$ cat config.mk
export PLATFORM = sky130hd
export DESIGN_NAME = cap_array_seq
export DESIGN_NICKNAME = d
export VERILOG_FILES = /design/src/rtl/cap_array_seq.sv
export SDC_FILE = /design/constraint.sdc
export NUM_CORES = 1
export LEC_CHECK = 0
export ABC_AREA = 1
export BUFFER_PORTS_ARGS = -buffer_cell sky130_fd_sc_hd__buf_4
export CAP_MARGIN = 20
export CORE_UTILIZATION = 40
export DETAILED_ROUTE_END_ITERATION = 10
export PLACE_DENSITY = 0.62
export SLEW_MARGIN = 20
export SYNTH_ARGS = -nofsm -noshare
export SYNTH_HDL_FRONTEND = slang
export SYNTH_SLANG_ARGS = --single-unit
$ cat constraint.sdc
create_clock -name clk -period 4.2 [get_ports clk]
set_input_delay 0.84 -clock clk [delete_from_list [all_inputs] [get_ports clk]]
set_output_delay 0.84 -clock clk [all_outputs]
set_load 0.05 [all_outputs]
$ cat src/rtl/cap_array_seq.sv
// cap_array_seq: ramps a 0..256 capacitor count toward a requested target,
// settles, then pulses done. The count is thermometer-encoded onto a 16x16
// cell array (column off/on controls plus odd/even row controls).
//
// Parameters:
//   STEP       - maximum count change per ramp cycle (1..256)
//   SETTLE_CYC - settle cycles after the target is reached (1..255)
// Ports:
//   clk, rst           - clock (rising edge), asynchronous active-high reset
//   req_valid          - a new target is offered
//   req_target[8:0]    - requested count (clamped to 256)
//   req_ready          - request can be accepted this cycle
//   col_off/col_on     - array column controls
//   row_p/row_n        - row controls for odd/even partial column
//   cur_count[8:0]     - count currently driven to the array
//   busy               - ramping or settling
//   done               - one-cycle completion pulse
// Build option:
//   CAP_ARRAY_SEQ_RETARGET_EN - accept a new target while ramping/settling
module cap_array_seq #(
  parameter int unsigned STEP       = 1,
  parameter int unsigned SETTLE_CYC = 4
) (
  input  logic        clk,
  input  logic        rst,
  input  logic        req_valid,
  input  logic [8:0]  req_target,
  output logic        req_ready,
  output logic [15:0] col_off,
  output logic [15:0] col_on,
  output logic [15:0] row_p,
  output logic [15:0] row_n,
  output logic [8:0]  cur_count,
  output logic        busy,
  output logic        done
);

  localparam int unsigned CW   = 9;
  localparam int unsigned NCOL = 16;
  localparam logic [CW-1:0] STEP_V   = CW'(STEP);
  localparam logic [CW-1:0] MAX_CNT  = CW'(256);
  localparam logic [7:0]    SET_LAST = 8'(SETTLE_CYC - 1);

  typedef enum logic [1:0] {IDLE, RAMP, SETTLE, DONE} state_t;

  state_t          state_q, state_d;
  logic [CW-1:0]   count_q, count_d;
  logic [CW-1:0]   target_q, target_d;
  logic [7:0]      set_cnt_q, set_cnt_d;

  logic            ready_q, ready_d;
  logic            busy_q, busy_d;
  logic            done_q, done_d;
  logic [15:0]     col_off_q, col_off_d;
  logic [15:0]     col_on_q, col_on_d;
  logic [15:0]     row_p_q, row_p_d;
  logic [15:0]     row_n_q, row_n_d;

  logic            accept;
  logic [CW-1:0]   req_clamped;
  logic            up;
  logic [CW-1:0]   diff;
  logic [CW-1:0]   step_amt;
  logic [4:0]      f_col;
  logic [3:0]      r_rem;
  logic [15:0]     row_mask;

  // Next state, count and registered-output values
  always_comb begin
    state_d   = state_q;
    count_d   = count_q;
    target_d  = target_q;
    set_cnt_d = set_cnt_q;

    accept      = req_valid && ready_q;
    req_clamped = (req_target > MAX_CNT) ? MAX_CNT : req_target;
    up          = (target_q > count_q);
    diff        = up ? (target_q - count_q) : (count_q - target_q);
    step_amt    = (diff < STEP_V) ? diff : STEP_V;

    case (state_q)
      IDLE: begin
        if (accept) begin
          target_d = req_clamped;
          state_d  = RAMP;
        end
      end
      RAMP: begin
        if (count_q == target_q) begin
          state_d   = SETTLE;
          set_cnt_d = 8'd0;
        end else begin
          // step never exceeds the remaining distance, so no overshoot/wrap
          count_d = up ? (count_q + step_amt) : (count_q - step_amt);
          if (count_d == target_q) begin
            state_d   = SETTLE;
            set_cnt_d = 8'd0;
          end
        end
      end
      SETTLE: begin
        if (set_cnt_q == SET_LAST) begin
          state_d = DONE;
        end else begin
          set_cnt_d = set_cnt_q + 8'd1;
        end
      end
      DONE: begin
        state_d = IDLE;
      end
      default: begin
        state_d = IDLE;
      end
    endcase

`ifdef CAP_ARRAY_SEQ_RETARGET_EN
    // Mid-operation retarget: count holds on the acceptance edge
    if (accept && (state_q == RAMP || state_q == SETTLE)) begin
      target_d  = req_clamped;
      count_d   = count_q;
      set_cnt_d = 8'd0;
      state_d   = RAMP;
    end
    ready_d = (state_d == IDLE) || (state_d == RAMP) || (state_d == SETTLE);
`else
    ready_d = (state_d == IDLE);
`endif
    busy_d = (state_d == RAMP) || (state_d == SETTLE);
    done_d = (state_d == DONE);

    // Array code for the next count: full columns below F, partial column F
    f_col     = count_d[8:4];
    r_rem     = count_d[3:0];
    row_mask  = (16'd1 << r_rem) - 16'd1;
    col_off_d = '1;
    col_on_d  = '0;
    for (int unsigned c = 0; c < NCOL; c++) begin
      if (5'(c) < f_col) begin
        col_off_d[c] = 1'b0;
      end else if (5'(c) == f_col) begin
        col_on_d[c] = (r_rem != 4'd0);
      end
    end
    row_p_d = '0;
    row_n_d = '0;
    if (!f_col[4]) begin
      if (f_col[0]) row_p_d = row_mask;
      else          row_n_d = row_mask;
    end
  end

  // State and output registers
  always_ff @(posedge clk or posedge rst) begin
    if (rst) begin
      state_q   <= IDLE;
      count_q   <= '0;
      target_q  <= '0;
      set_cnt_q <= '0;
      ready_q   <= 1'b0;
      busy_q    <= 1'b0;
      done_q    <= 1'b0;
      col_off_q <= 16'hFFFF;
      col_on_q  <= '0;
      row_p_q   <= '0;
      row_n_q   <= '0;
    end else begin
      state_q   <= state_d;
      count_q   <= count_d;
      target_q  <= target_d;
      set_cnt_q <= set_cnt_d;
      ready_q   <= ready_d;
      busy_q    <= busy_d;
      done_q    <= done_d;
      col_off_q <= col_off_d;
      col_on_q  <= col_on_d;
      row_p_q   <= row_p_d;
      row_n_q   <= row_n_d;
    end
  end

  assign req_ready = ready_q;
  assign busy      = busy_q;
  assign done      = done_q;
  assign cur_count = count_q;
  assign col_off   = col_off_q;
  assign col_on    = col_on_q;
  assign row_p     = row_p_q;
  assign row_n     = row_n_q;

endmodule

==> impl_metrics.yaml <==
critical_path:
  path_delay_family: "simple AND/OR/NAND/NOR gates"
  crit_path_end_kind: "flop"
  cp_data_required_time_ps: 4440
  slowest_stage: "fa_2"
  critical_path_buf_inv_count: 7
  cp_max_fo: 7
  start_kind: "flop"
  criticalPathCategory: "flop to flop"
  max_stage_delay_ps: 540
  worstPathArrival_ps: 4530
cells_and_area:
  multiInputGateArea_mm2: 0.003387
  post-route-cell-area_mm2: 0.008517
  layout-drive-gt1-share: 0.5655
  final_cell_mix: "buf_4, nand2_1, dfrtp_1"
  regArea_mm2: 0.002410
  finalNetCount: 901
  syn2layout_area_growth_pct: 63.12
  layout.cells.non_filler: 1035
  fillers: 998
  num_antenna_cells: 0
  final_common_cell: "buf_4"
synth:
  ys_seq_area_frac: 0.4591
  synthXorXnorAreaFrac: 0.03954
  synth-warning-count: 0
  synth_simple_gate_area_share: 0.2701
  yosys.cell_types.count: 42
  synth_edf_count: 0
  synthMuxAreaShare: 0
  synth_top_area_frac: 0.3786
  postSynthAreaPerCell_um2: 8.327
  ys_seq_elements: 95
  synth_area_leaders: "dfrtp_1, nand2_1, dfstp_2"
  synth-compound-area-share: 0.07812
  syn_inst: 627
  synthFlopType: "dfrtp_1"
  yosysTopAreaCell: "dfrtp_1"
  synthAdderAreaFrac: 0.07860
  async_flop_share: 1.000
  syn_area_mm2: 0.005221
  synth_top_family_by_area: "simple AND/OR/NAND/NOR gates"
timing:
  whs_ps: 554.9
  skew_ps: 7.581
  finalHoldViolCount: 0
  fin_ws_ps: -90.73
  tightest_slew_ps: 668.1
  setup_viol: 15
  rsz0062_at_grt: "true"
  tns_ps: -833.7
  slew-limit-headroom: 0.5541
  max_freq_mhz: 233.1
  finalCritPeriodShare: 1.022
  slew_viol_final: 0
  period_needed_ps: 4291
hold_path:
  worstHoldPathType: "flop to flop"
clocking:
  htreeDepth: 3
  clock_path_buffers: 2
  root_buffer: "clkbuf_16"
  cts_tree: "done"
  numCtsBuffers: 9
  clock_latency_ps: 350
  clock_sinks: 95
  cts.clk_slew.worst_paths_ps: 70
placement:
  place_area_mm2: 0.007014
  hpwl_um: 11340
  dpl.cell_count: 991
  routabilityCongestion: 0.9316
  numPortBuffers: 87
floorplan:
  die_height_um: 116.3
  io_pins: 88
  initial_core_util: 0.4121
  die_w_um: 116.3
  die-area_mm2: 0.01351
  fp-row-count: 41
  core_area_mm2: 0.01267
global_routing:
  antenna_found_initial: 0
  grt_max_degree: 38
  grt_use_total: 0.2356
  grt_pass1_wl_um: 24020
  grt_pass1_vias: 4948
  overflow: 0
run:
  cap_violations: 0
detailed_routing:
  via_per_inst: 4.915
  wl_per_cell_um: 15.56
  wirelength_um: 16100
  dr.pass1.iters: 4
  vias: 5087
  ant_nets: 0
  drc: 0
  drt_iter0_drc: 167
status:
  outcome: "finished, violations left"
  violations: "setup timing"
## logic make-up after synthesis
logic type | Yosys count
adders and majority gates | 31
xor gates and xnor gates | 22
other | 2
and+or+nand+nor | 312
AOI/OAI and AO/OA | 70
buffers and inverters | 95
DFF | 95
## cell type report
cell class,count,share of cell area
Tap cell,172,0.02527
Inverter,88,0.04334
Multi-Input combinational cell,438,0.3977
Clock inverter,7,0.01190
Sequential cell,95,0.2829
Clock buffer,9,0.02644
Timing Repair Buffer,226,0.2124
## flip-flops by register name (all words and copies together), names as in the netlist
register / cells
busy: 1
col_off: 16
col_on: 16
cur_count: 9
done: 1
req_ready: 1
row_n: 16
row_p: 16
set_cnt_q: 8
state_q: 2
target_q: 9
## worst register-to-register path: cells and delay by family (launching register included)
| kind | cells | cell delay [ps] |
|---|---|---|
| xor+xnor | 2 | 300 |
| compound gates | 2 | 340 |
| simple gates | 12 | 1270 |
| buf+inv | 7 | 630 |
| fa+ha+maj | 4 | 1230 |
| flops | 1 | 400 |
## metrics by stage
stage | utilization | setup WS, ps
after floorplan | - | 3.512
after global placement | 0.5536 | -278.1
after detailed placement | 0.5536 | -299.6
after CTS | 0.6055 | -12.82
after global routing | 0.6722 | -329.3
final | 0.6722 | -90.73
## what timing repair did
action,CTS,global route
setup buffers,17,15
resized for setup,60,190
setup endpoints to repair,74,76
hold buffers,0,0
hold endpoints to repair,0,0
pin swaps,36,60
gates cloned,0,1
## worst paths after layout
path | cells past startpoint | slack, ps | startpoint | endpoint
min in group asynchronous | 2 | 580 | rst | col_on[3]
hold / removal | 2 | 550 | set_cnt_q[1] | set_cnt_q[1]
max in group asynchronous | 3 | 2770 | rst | col_off[14]
setup / recovery | 27 | -90 | cur_count[5] | row_n[2]
hold reg to reg | 2 | 550 | set_cnt_q[1] | set_cnt_q[1]
setup reg to reg | 27 | -90 | cur_count[5] | row_n[2]
## cells in the mapped netlist, types with 4 or more instances
library cell  count
xor2_1           15
nand2_1         138
nor3_1           13
nand2_4           5
ha_1             28
dfstp_2          16
inv_1            76
nor2_4            4
dfrtp_1          79
nand2_2           9
nand3_1          45
xnor2_1           6
nand4_1           5
nor4_1            4
nor2_1           77
nor2_2            4
inv_2            11
a21oi_1          24
o21ai_1           6
o21ai_0          27
## metal layers
metal / wire, µm / part of all wire / GRT usage / vias to the layer above
met3: 772 / 0.048 / 0.05138 / 35
met5: 0 / 0 / 0 / -
met1: 6868 / 0.43 / 0.3006 / 2494
met2: 8047 / 0.50 / 0.3905 / 103
met4: 416 / 0.026 / 0.09060 / 0
li1: - / - / - / 2455
Power is left out: the tool's default activity adds up to more than one toggle a clock period on the data nets, which glitch-free logic cannot reach.
